`src/rtl/uart_rx.sv`:
```
// UART receiver (8N1, or 8E1 when UART_RX_PARITY_EN is defined) with a small receive FIFO
// and sticky error flags. The serial input is double-flopped before any use.
module uart_rx #(
    parameter int CLKS_PER_BIT = 868,
    parameter int FIFO_DEPTH   = 4
) (
    input  logic                          clk,
    input  logic                          rst_n,
    input  logic                          uart_rx_wire,
    output logic [7:0]                    rx_data,
    output logic                          rx_valid,
    input  logic                          rx_ready,
    output logic [$clog2(FIFO_DEPTH):0]   fifo_count,
    output logic                          frame_err,
    output logic                          overrun_err,
`ifdef UART_RX_PARITY_EN
    output logic                          parity_err,
`endif
    input  logic                          err_clr
);

    localparam int AW = $clog2(FIFO_DEPTH);
    localparam int CW = AW + 1;
    localparam logic [15:0] BIT_LAST  = 16'(CLKS_PER_BIT - 1);
    localparam logic [15:0] HALF_LAST = 16'(CLKS_PER_BIT / 2 - 1);
    localparam logic [CW-1:0] FULL_CNT = CW'(FIFO_DEPTH);

`ifdef UART_RX_PARITY_EN
    typedef enum logic [2:0] {IDLE, START, DATA, PARITY, STOP} state_t;
`else
    typedef enum logic [1:0] {IDLE, START, DATA, STOP} state_t;
`endif

    logic sync1_reg, sync2_reg, prev_reg;
    logic rx_line;

    always_ff @(posedge clk or negedge rst_n) begin
        if (!rst_n) begin
            sync1_reg <= 1'b1;
            sync2_reg <= 1'b1;
            prev_reg  <= 1'b1;
        end else begin
            sync1_reg <= uart_rx_wire;
            sync2_reg <= sync1_reg;
            prev_reg  <= sync2_reg;
        end
    end

    assign rx_line = sync2_reg;

    state_t      state_reg, state_next;
    logic [15:0] cnt_reg, cnt_next;
    logic [2:0]  bit_reg, bit_next;
    logic [7:0]  shift_reg, shift_next;
    logic        push_reg, push_next;
    logic        frame_set;
`ifdef UART_RX_PARITY_EN
    logic        par_bad_reg, par_bad_next;
    logic        parity_set;
    logic        parity_err_reg;
`endif

    always_ff @(posedge clk or negedge rst_n) begin
        if (!rst_n) begin
            state_reg <= IDLE;
            cnt_reg   <= '0;
            bit_reg   <= '0;
            shift_reg <= '0;
            push_reg  <= 1'b0;
`ifdef UART_RX_PARITY_EN
            par_bad_reg <= 1'b0;
`endif
        end else begin
            state_reg <= state_next;
            cnt_reg   <= cnt_next;
            bit_reg   <= bit_next;
            shift_reg <= shift_next;
            push_reg  <= push_next;
`ifdef UART_RX_PARITY_EN
            par_bad_reg <= par_bad_next;
`endif
        end
    end

    always_comb begin
        state_next = state_reg;
        cnt_next   = cnt_reg + 16'd1;
        bit_next   = bit_reg;
        shift_next = shift_reg;
        push_next  = 1'b0;
        frame_set  = 1'b0;
`ifdef UART_RX_PARITY_EN
        par_bad_next = par_bad_reg;
        parity_set   = 1'b0;
`endif
        case (state_reg)
            IDLE: begin
                cnt_next = '0;
                // Falling edge only: a line held low after a bad stop bit cannot retrigger.
                if (prev_reg && !rx_line) begin
                    state_next = START;
                end
            end
            START: begin
                if (cnt_reg == HALF_LAST) begin
                    cnt_next   = '0;
                    bit_next   = '0;
                    state_next = rx_line ? IDLE : DATA;
`ifdef UART_RX_PARITY_EN
                    par_bad_next = 1'b0;
`endif
                end
            end
            DATA: begin
                if (cnt_reg == BIT_LAST) begin
                    cnt_next   = '0;
                    shift_next = {rx_line, shift_reg[7:1]};
                    bit_next   = bit_reg + 3'd1;
                    if (bit_reg == 3'd7) begin
`ifdef UART_RX_PARITY_EN
                        state_next = PARITY;
`else
                        state_next = STOP;
`endif
                    end
                end
            end
`ifdef UART_RX_PARITY_EN
            PARITY: begin
                if (cnt_reg == BIT_LAST) begin
                    cnt_next     = '0;
                    par_bad_next = (rx_line != ^shift_reg);
                    parity_set   = (rx_line != ^shift_reg);
                    state_next   = STOP;
                end
            end
`endif
            STOP: begin
                if (cnt_reg == BIT_LAST) begin
                    cnt_next   = '0;
                    state_next = IDLE;
                    frame_set  = !rx_line;
`ifdef UART_RX_PARITY_EN
                    push_next  = rx_line && !par_bad_reg;
`else
                    push_next  = rx_line;
`endif
                end
            end
            default: state_next = IDLE;
        endcase
    end

    // Receive FIFO; the assembled byte stays in shift_reg during the cycle after the stop sample.
    logic [7:0]    mem_reg [FIFO_DEPTH];
    logic [AW-1:0] wr_ptr_reg, rd_ptr_reg;
    logic [CW-1:0] count_reg;
    logic          pop, full, wr_en, overrun_set;

    assign pop         = rx_ready && (count_reg != '0);
    assign full        = (count_reg == FULL_CNT);
    assign wr_en       = push_reg && (!full || pop);
    assign overrun_set = push_reg && full && !pop;

    generate
        for (genvar gi = 0; gi < FIFO_DEPTH; gi++) begin : g_mem
            always_ff @(posedge clk or negedge rst_n) begin
                if (!rst_n) begin
                    mem_reg[gi] <= '0;
                end else if (wr_en && (wr_ptr_reg == AW'(gi))) begin
                    mem_reg[gi] <= shift_reg;
                end
            end
        end
    endgenerate

    always_ff @(posedge clk or negedge rst_n) begin
        if (!rst_n) begin
            wr_ptr_reg <= '0;
            rd_ptr_reg <= '0;
            count_reg  <= '0;
        end else begin
            if (wr_en) wr_ptr_reg <= wr_ptr_reg + AW'(1);
            if (pop)   rd_ptr_reg <= rd_ptr_reg + AW'(1);
            case ({wr_en, pop})
                2'b10:   count_reg <= count_reg + CW'(1);
                2'b01:   count_reg <= count_reg - CW'(1);
                default: count_reg <= count_reg;
            endcase
        end
    end

    logic frame_err_reg, overrun_err_reg;

    // A new error event wins over a simultaneous clear.
    always_ff @(posedge clk or negedge rst_n) begin
        if (!rst_n) begin
            frame_err_reg   <= 1'b0;
            overrun_err_reg <= 1'b0;
`ifdef UART_RX_PARITY_EN
            parity_err_reg  <= 1'b0;
`endif
        end else begin
            frame_err_reg   <= frame_set   | (frame_err_reg   & ~err_clr);
            overrun_err_reg <= overrun_set | (overrun_err_reg & ~err_clr);
`ifdef UART_RX_PARITY_EN
            parity_err_reg  <= parity_set  | (parity_err_reg  & ~err_clr);
`endif
        end
    end

    assign rx_data     = mem_reg[rd_ptr_reg];
    assign rx_valid    = (count_reg != '0);
    assign fifo_count  = count_reg;
    assign frame_err   = frame_err_reg;
    assign overrun_err = overrun_err_reg;
`ifdef UART_RX_PARITY_EN
    assign parity_err  = parity_err_reg;
`endif

endmodule

```
`config.mk`:
```
export PLATFORM = sky130hd
export DESIGN_NAME = uart_rx
export DESIGN_NICKNAME = d
export VERILOG_FILES = /design/src/rtl/uart_rx.sv
export SDC_FILE = /design/constraint.sdc
export NUM_CORES = 1
export LEC_CHECK = 0
export CAP_MARGIN = 20
export CORE_MARGIN = 2
export CORE_UTILIZATION = 46
export DETAILED_ROUTE_END_ITERATION = 8
export GPL_TIMING_DRIVEN = 0
export PLACE_DENSITY_LB_ADDON = 0.05
export SLEW_MARGIN = 20
export SYNTH_ARGS = -nofsm -noshare
export SYNTH_HDL_FRONTEND = slang
export SYNTH_SLANG_ARGS = --single-unit
```
`constraint.sdc`:
```
create_clock -name clk -period 6.2 [get_ports clk]
set_input_delay 1.24 -clock clk [delete_from_list [all_inputs] [get_ports clk]]
set_output_delay 1.24 -clock clk [all_outputs]
set_load 0.01 [all_outputs]
```
; After elaboration in Yosys (flattened, before gate mapping)
; Cells that the tools add are included.
[classes]
n_lt_le_gt_ge = 1
n_mux = 21
n_reduce_logical = 22
n_eq_ne = 17
addsub = 6
bitwise = 6
[ops]
columns = op, n
row1 = $pmux 16 s3, 1
row2 = $mux 16, 2
row3 = $add 16x1->16 const B, 1
row4 = $bmux 8 s2, 1
row5 = $eq 16x10->1 const B, 1
row6 = $eq 16x9->1 const B, 1
row7 = $mux 8, 2
row8 = $mux 2, 6
row9 = $pmux 3 s2, 2
row10 = $eq 2x2->1 const B, 5
row11 = $ne 2x2->1 const B, 5
row12 = $logic_and 1x1->1, 9
row13 = $pmux 2 s4, 1
row14 = $add 3x1->3 const B, 2
row15 = $eq 2x1->1 const B, 3
row16 = $eq 3x3->1 const B, 2
row17 = $mux 3, 2
row18 = $reduce_and 5->1, 1
row19 = $add 2x1->2 const B, 2
row20 = $logic_not 2->1, 2
row21 = $mux 1, 4
row22 = $reduce_bool 2->1, 2
row23 = $ge 3x3->1 const B, 1
row24 = $logic_not 1->1, 3
row25 = other kinds (10), 12
[word_totals]
out_inout_bits = 14
register_bits = 74
input_bits = 5
elab_cells = 90

; Logic depth before layout (Yosys ltp)
; Gate-level depths: netlist of run 1.
[logic_depth]
word_depth = 6
depth_mapped = 10

; Worst setup path after synthesis of run 1
; OpenSTA, ideal clock, no wires.
[synth_path]
kind = input port to flip-flop
start = input port rx_ready
end = register count_reg[2] (netlist: fifo_count[2])
t_arrival_ps = 2793
path_stages = 10
path_slack_ps = 3328
path_buffers = 1
path_cell_list = nor4b_1 > nor2b_1 > buf_2 > inv_1 > ha_1 > inv_1 > fa_1 > xor2_1 > nor2_1 > xor2_1
[synth_via]
elab_chain_len = 5
elab_cells_between_ends = 7
cone_classes = eq/ne: 2 / mux: 1 / reduce/logical: 4
[synth_lines]
columns = item, line
row1 = from (decl), 12  ; input logic rx_ready,
row2 = $logic_and 1x1->1 (*), 160  ; assign pop = rx_ready && (count_reg != '0);
row3 = $logic_or 1x1->1, 162  ; assign wr_en = push_reg && (!full || pop);
row4 = $logic_and 1x1->1, 162
row5 = $eq 2x1->1 / $eq 2x2->1 (equally long branches), 185  ; case ({wr_en, pop})
row6 = $pmux 3 s2 / $reduce_bool 2->1 (equally long branches), n/a
row7 = to (signal assigned), 186  ; 2'b10: count_reg <= count_reg + CW'(1);
row8 = to (signal assigned), 187  ; 2'b01: count_reg <= count_reg - CW'(1);
row9 = to (signal assigned), 188  ; default: count_reg <= count_reg;
row10 = to (decl), 157  ; logic [CW-1:0] count_reg;
; Every way passes the cells marked *; elsewhere a longest branch is shown, timed or not.
; A chain may end at the register's enable or synchronous reset.

; Worst setup path after layout of run 1
[layout_path]
start = register rd_ptr_reg[1]
end = output port rx_data[7]
[layout_via]
elab_chain_len = 4
[layout_lines]
columns = item, line
row1 = from (decl), 156  ; logic [AW-1:0] wr_ptr_reg, rd_ptr_reg;
row2 = from (signal assigned), 184  ; if (pop) rd_ptr_reg <= rd_ptr_reg + AW'(1);
row3 = $not 2->3 (not written as such), 212  ; assign rx_data = mem_reg[rd_ptr_reg];
row4 = $bmux 8 s2, 212
row5 = $mux 8 (not written as such) (2 in series), 212
row6 = to (decl), 10  ; output logic [7:0] rx_data,
; No other way between the ends. The select of a mux whose other input is x is not followed.

==> results.json, run 1 <==
{
  "io_buffers": 18,
  "dr_total_vias": 2152,
  "cts_root_buf": "clkbuf_8",
  "first_pass_iters": 4,
  "worst_slack_ps": 2840,
  "postCtsHoldBufs": 0,
  "switching_power_w": 0.000266,
  "critPathRequiredTime_ps": 4960,
  "numCtsBuffers": 9,
  "finalCriticalPeriod_ps": 3360,
  "setup_viol": 0,
  "core_um2": 7370,
  "cts.clk_slew.worst_paths_ps": 70,
  "yosys_warnings": 0,
  "antenna_cells": 0,
  "place_congestion": 0.787,
  "grt_pass1_wl_mm": 10.9,
  "final.setup.tns_ps": 0,
  "die_area_um2": 8420,
  "grt_overflow": 0,
  "whs_ps": 356,
  "yosysTopAreaCellShare_pct": 50.2,
  "avgRoutedWirePerCell_um": 15.6,
  "grt_pass1_vias": 2111,
  "htreeDepth": 3,
  "yosys_register_bits": 74,
  "track_usage_pct": 16.6,
  "syn-cell-area_um2": 3540,
  "final_area_um2": 4140,
  "pwr-share-comb_pct": 9.5,
  "synth_largest_area_cell": "dfrtp_1",
  "yosysSeqAreaShare_pct": 52.4,
  "clock_path_buffers": 2,
  "synth_area_per_cell_um2": 13.0,
  "largest_register_ffs": 32,
  "synth.area.top_cells": "dfrtp_1 (50%), mux2_2 (10%), mux4_2 (5.1%), mux2_4 (3.4%), xnor2_1 (3.2%)",
  "synth-edff-count": 0,
  "status": "completed",
  "multi_input_comb_area_um2": 1590,
  "synth_top_flop_cell": "dfrtp_1",
  "clock_latency_ps": 340,
  "max_stage_delay_ps": 520,
  "peakVddDrop_v": 0.000141,
  "ys_types": 43,
  "worstPathMaxFanout": 9,
  "ios": 19,
  "path_buf_inv": 2,
  "drt-vias-per-instance": 5.30,
  "cts_resized": 0,
  "area_growth_pct": 16.8,
  "maxSlewHeadroom_pct": 55.2,
  "cap_violations": 0,
  "num_rows": 31,
  "finalClockSkew_ps": 11.4,
  "hold_viol": 0,
  "layout-drive-gt1-share_pct": 27.4,
  "synthCells": 272,
  "p_clk_share_pct": 43.9,
  "p_int_w": 0.000853,
  "fillers": 650,
  "end_kind": "primary output",
  "hold_class": "reg2reg",
  "cp.arrival_ps": 2120,
  "antenna_found_initial": 0,
  "grt_max_degree": 57,
  "cts_setup_buffers": 0,
  "cp-start-kind": "flip-flop",
  "p_per_area_nw_per_um2": 271,
  "max_freq_mhz": 298,
  "dp_hpwl_mm": 4.19,
  "drv_slew": 0,
  "nets": 317,
  "drc": 0,
  "critical-path-top-delay-family": "buffers and inverters",
  "netSwitchingFraction_pct": 23.8,
  "critPathSlowestCell": "buf_1",
  "leakage_nw": 1.88,
  "path_cells": "buf_1 > mux4_2 > clkdlybuf4s50_1",
  "drt_iter0_drc": 60,
  "initial_core_util_pct": 48.1,
  "clkSinkCount": 74,
  "synth_nets": 287,
  "antenna_left": 0,
  "seq_area_um2": 1860,
  "worst_pin_slew_ps": 671,
  "die_x_um": 91.8,
  "die_h_um": 91.8,
  "seqPwrFrac_pct": 46.6,
  "post-route-period-util_pct": 54.1,
  "place_area_um2": 3870,
  "async_flop_share_pct": 100,
  "path_class": "reg2out",
  "wl_mm": 6.34,
  "rsz0062_at_grt": "no",
  "cts_tree": "built",
  "post-place-ws_ps": 2720
}
## worst reg2reg max path, delay by kind of cell, from the launching register on
family,cells,cell delay (ps)
xor gates and xnor gates,2,320
adders and majority gates,2,540
and+or+nand+nor,3,600
DFF,1,430
buffers and inverters,3,320
## Yosys cell counts, drive strengths merged, types with 3 or more instances
| cell type | n |
|---|---|
| nor2 | 25 |
| dfstp | 3 |
| mux4 | 8 |
| xnor2 | 13 |
| nor3 | 4 |
| xor2 | 7 |
| clkbuf | 6 |
| nand4 | 11 |
| dfrtp | 71 |
| buf | 5 |
| mux2 | 40 |
| nand3 | 7 |
| ha | 9 |
| inv | 13 |
| nand2 | 13 |
| o21ai | 4 |
| nor4 | 6 |
| and4b | 3 |
| a21oi | 3 |
## metrics by stage
stage	std cells	total power, W	util, %
floorplan	272	0.000600	-
global placement	389	0.000635	52.2
detailed placement	390	0.000638	52.5
CTS	406	0.00113	56.1
global route	406	0.00117	56.1
finish	406	0.00112	56.1
## power groups by stage
| stage | Sequential [W] | Clock [W] | Combinational [W] |
|---|---|---|---|
| finish | 0.000521 | 0.000491 | 0.000107 |
| floorplan | 0.000525 | 0 | 0.0000749 |
| global placement | 0.000531 | 0 | 0.000104 |
| detailed placement | 0.000530 | 0 | 0.000108 |
| global route | 0.000524 | 0.000525 | 0.000121 |
| CTS | 0.000521 | 0.000502 | 0.000109 |
## cell type report
| type | instances | area share [%] |
|---|---|---|
| tap | 99 | 2.99 |
| timing repair buffer | 19 | 4.96 |
| inverter | 13 | 1.18 |
| clock inverter | 6 | 3.33 |
| multi-input combinational | 174 | 38.3 |
| sequential | 74 | 44.9 |
| buffer | 11 | 1.27 |
| clock buffer | 10 | 3.09 |
## cell usage in the layout, fill, tap and decap left out, types with 2 or more instances in the layout
cell	instances
o22ai_1	2
inv_1	13
nor2_1	24
nor3_1	4
nand2_1	9
ha_1	9
o21ai_0	4
o32ai_1	2
and4_2	2
nor4_4	2
mux4_2	8
dfstp_2	3
nand3_1	7
clkbuf_8	9
clkdlybuf4s50_1	17
and4b_1	3
dfrtp_1	71
clkbuf_1	7
buf_2	3
nand2_2	4
a21oi_1	3
nor4b_1	2
xor2_1	7
xnor2_1	13
mux2_4	8
bufinv_16	4
nand4_1	10
mux2_2	32
nor4_1	4
## worst paths after layout
check                           cells past startpoint            end  slack [ps]     startpoint
worst max-delay path                                3     rx_data[7]        2840  rd_ptr_reg[1]
worst min-delay path                                0        rx_line         360      sync1_reg
worst max register to register                     10  fifo_count[2]        3910  fifo_count[0]
worst min register to register                      0        rx_line         360      sync1_reg
max in group asynchronous                           2        rx_line        4810          rst_n
min in group asynchronous                           1  fifo_count[0]         780          rst_n
## cell families after synthesis
kind of cell	count (synthesis)	share of synthesized area, %
and+or+nand+nor	81	14.3
adders and majority gates	10	3.74
xor gates and xnor gates	20	4.95
muxes	48	18.7
buffers and inverters	24	2.86
AOI/OAI and AO/OA	15	3.14
DFF	74	52.4
## layer usage
layer / track usage (%) / up-vias / part of all wire [%]
met1: 24.0 / 1087 / 51
li1: - / 1028 / -
met2: 24.8 / 25 / 45
met3: 2.88 / 12 / 2.2
met5: 0 / - / 0
met4: 7.34 / 0 / 2.0
Note: power is estimated with default switching activity, not from simulation.
==> inputs of run 2 (changes only) <==
==> constraint.sdc (replaced) <==
create_clock -name clk -period 3.5 [get_ports clk]
set_input_delay 0.7 -clock clk [delete_from_list [all_inputs] [get_ports clk]]
set_output_delay 0.7 -clock clk [all_outputs]
set_load 0.01 [all_outputs]
==> results of run 2 <==
The final DEF is identical to that of run 1. Status: completed.
Main changes from that run: setup slack after placement 2720 ps -> 558 ps; setup slack after layout 2840 ps -> 684 ps; hold slack 356 ps -> 236 ps; register-to-register setup slack 3910 ps -> 1210 ps; total power 0.00112 W -> 0.00198 W; worst IR drop on VDD 0.000141 V -> 0.000249 V
==> inputs of run 3 (changes only) <==
==> constraint.sdc (replaced) <==
create_clock -name clk -period 2.5 [get_ports clk]
set_input_delay 0.5 -clock clk [delete_from_list [all_inputs] [get_ports clk]]
set_output_delay 0.5 -clock clk [all_outputs]
set_load 0.01 [all_outputs]
==> results.json, run 3 (synthesis gave the netlist of run 1 again) <==
{
  "clock_latency_ps": 340,
  "clock_path_buffers": 2,
  "die_x_um": 91.8,
  "drt_iter0_drc": 72,
  "dr_total_vias": 2148,
  "p_per_area_nw_per_um2": 669,
  "ios": 19,
  "antenna_left": 0,
  "rsz0062_at_grt": "no",
  "io_buffers": 18,
  "worstPathMaxFanout": 10,
  "max_freq_mhz": 415,
  "critPathRequiredTime_ps": 2000,
  "cts_root_buf": "clkbuf_8",
  "cts.clk_slew.worst_paths_ps": 80,
  "cap_violations": 0,
  "grt_max_degree": 57,
  "max_stage_delay_ps": 540,
  "post-route-period-util_pct": 96.4,
  "worstReg2RegStart": "fifo_count[1]",
  "layout_common_cells": "dfrtp_1 (71), mux2_2 (32), nor2_1 (24), clkdlybuf4s50_1 (17)",
  "grt_pass1_wl_mm": 10.9,
  "cp_num_cells": 3,
  "drt-vias-per-instance": 5.30,
  "finalClockSkew_ps": 13.3,
  "timing.rr.end": "fifo_count[2]",
  "power.total_w": 0.00277,
  "cts_tree": "built",
  "path_class": "reg2out",
  "status": "completed",
  "dp_hpwl_mm": 4.19,
  "worst_pin_slew_ps": 498,
  "grt_pass1_vias": 2107,
  "hold_viol": 0,
  "fillers": 647,
  "worstSetupStartpoint": "rd_ptr_reg[0]",
  "largest_register_ffs": 32,
  "finalCriticalPeriod_ps": 2410,
  "peakVddDrop_v": 0.000349,
  "drc": 0,
  "avgRoutedWirePerCell_um": 15.5,
  "clkSinkCount": 74,
  "grt_overflow": 0,
  "hold_class": "in2async",
  "first_pass_iters": 4,
  "reg2reg_depth": 10,
  "num_rows": 31,
  "numCtsBuffers": 9,
  "crit_end": "rx_data[7]",
  "area_growth_pct": 17.0,
  "whs_ps": 34.3,
  "nets": 316,
  "leakage_nw": 1.88,
  "path_cells": "buf_6 > mux4_2 > clkdlybuf4s50_1",
  "die_h_um": 91.8,
  "cts_setup_buffers": 0,
  "antenna_found_initial": 0,
  "track_usage_pct": 16.7,
  "postCtsHoldBufs": 0,
  "cp-start-kind": "flip-flop",
  "layout-drive-gt1-share_pct": 27.8,
  "core_um2": 7370,
  "reg2reg_slack_ps": 300,
  "antenna_cells": 0,
  "critical-path-top-delay-family": "buffers and inverters",
  "cp.arrival_ps": 1910,
  "final_area_um2": 4150,
  "wl_mm": 6.29,
  "end_kind": "primary output",
  "path_buf_inv": 2,
  "htreeDepth": 3,
  "place_area_um2": 3870,
  "place_congestion": 0.787,
  "die_area_um2": 8420,
  "critPathSlowestCell": "mux4_2",
  "drv_slew": 0,
  "initial_core_util_pct": 48.1,
  "final_common_cell": "dfrtp_1",
  "maxSlewHeadroom_pct": 66.8,
  "setup_viol": 0
}
## run 3: area by class of cell
cell class              count  area, um^2  area share (%)
clock inverters             6         138            3.32
plain buffers              10        55.1            1.33
inverters                  13        48.8            1.18
flip-flops and latches     74        1860            44.8
well taps                  99         124            2.99
repair buffers             19         205            4.95
multi-input cells         174        1590            38.4
clock buffers              10         128            3.08
## run 3: where the power goes
part	internal, W	leakage (nW)	switching [W]	total (W)
logic	0.000105	0.750	0.000157	0.000262
clock network	0.000770	0.131	0.000448	0.00122
registers	0.00124	1.00	0.0000527	0.00129
## run 3: repair_timing
| item | CTS | global route |
|---|---|---|
| cloned | 0 | 0 |
| gates resized for setup | 1 | 2 |
| endpoints found under the setup margin | 8 | 8 |
## run 3: per-stage QoR
stage          worst slack, ps  TNS [ps]  util [%]  std cells
2_1_floorplan              368         0         -        272
6_report                  90.2         0      56.2        405
3_5_place_dp              -242      -250      52.5        390
4_1_cts                   14.0         0      56.1        405
5_1_grt                   6.21         0      56.2        405
3_3_place_gp             -1700   -122790      52.2        389
## run 3: worst min path at each step
stage / from / endpoint / depth (start not counted)
2_1_floorplan: rst_n / async pin / 0
3_3_place_gp: sync1_reg / rx_line / 0
3_5_place_dp: sync1_reg / rx_line / 0
4_1_cts: rst_n / cnt_reg[6] / 1
5_1_grt: rst_n / cnt_reg[6] / 1
6_report: rst_n / cnt_reg[7] / 1
## run 3: metal layers
| layer | up-vias | global-route usage (%) | wire [um] |
|---|---|---|---|
| li1 | 1025 | - | - |
| met1 | 1084 | 24.0 | 3130 |
| met2 | 29 | 25.0 | 2870 |
| met3 | 10 | 2.88 | 170 |
| met4 | 0 | 6.97 | 113 |
| met5 | - | 0 | 0 |
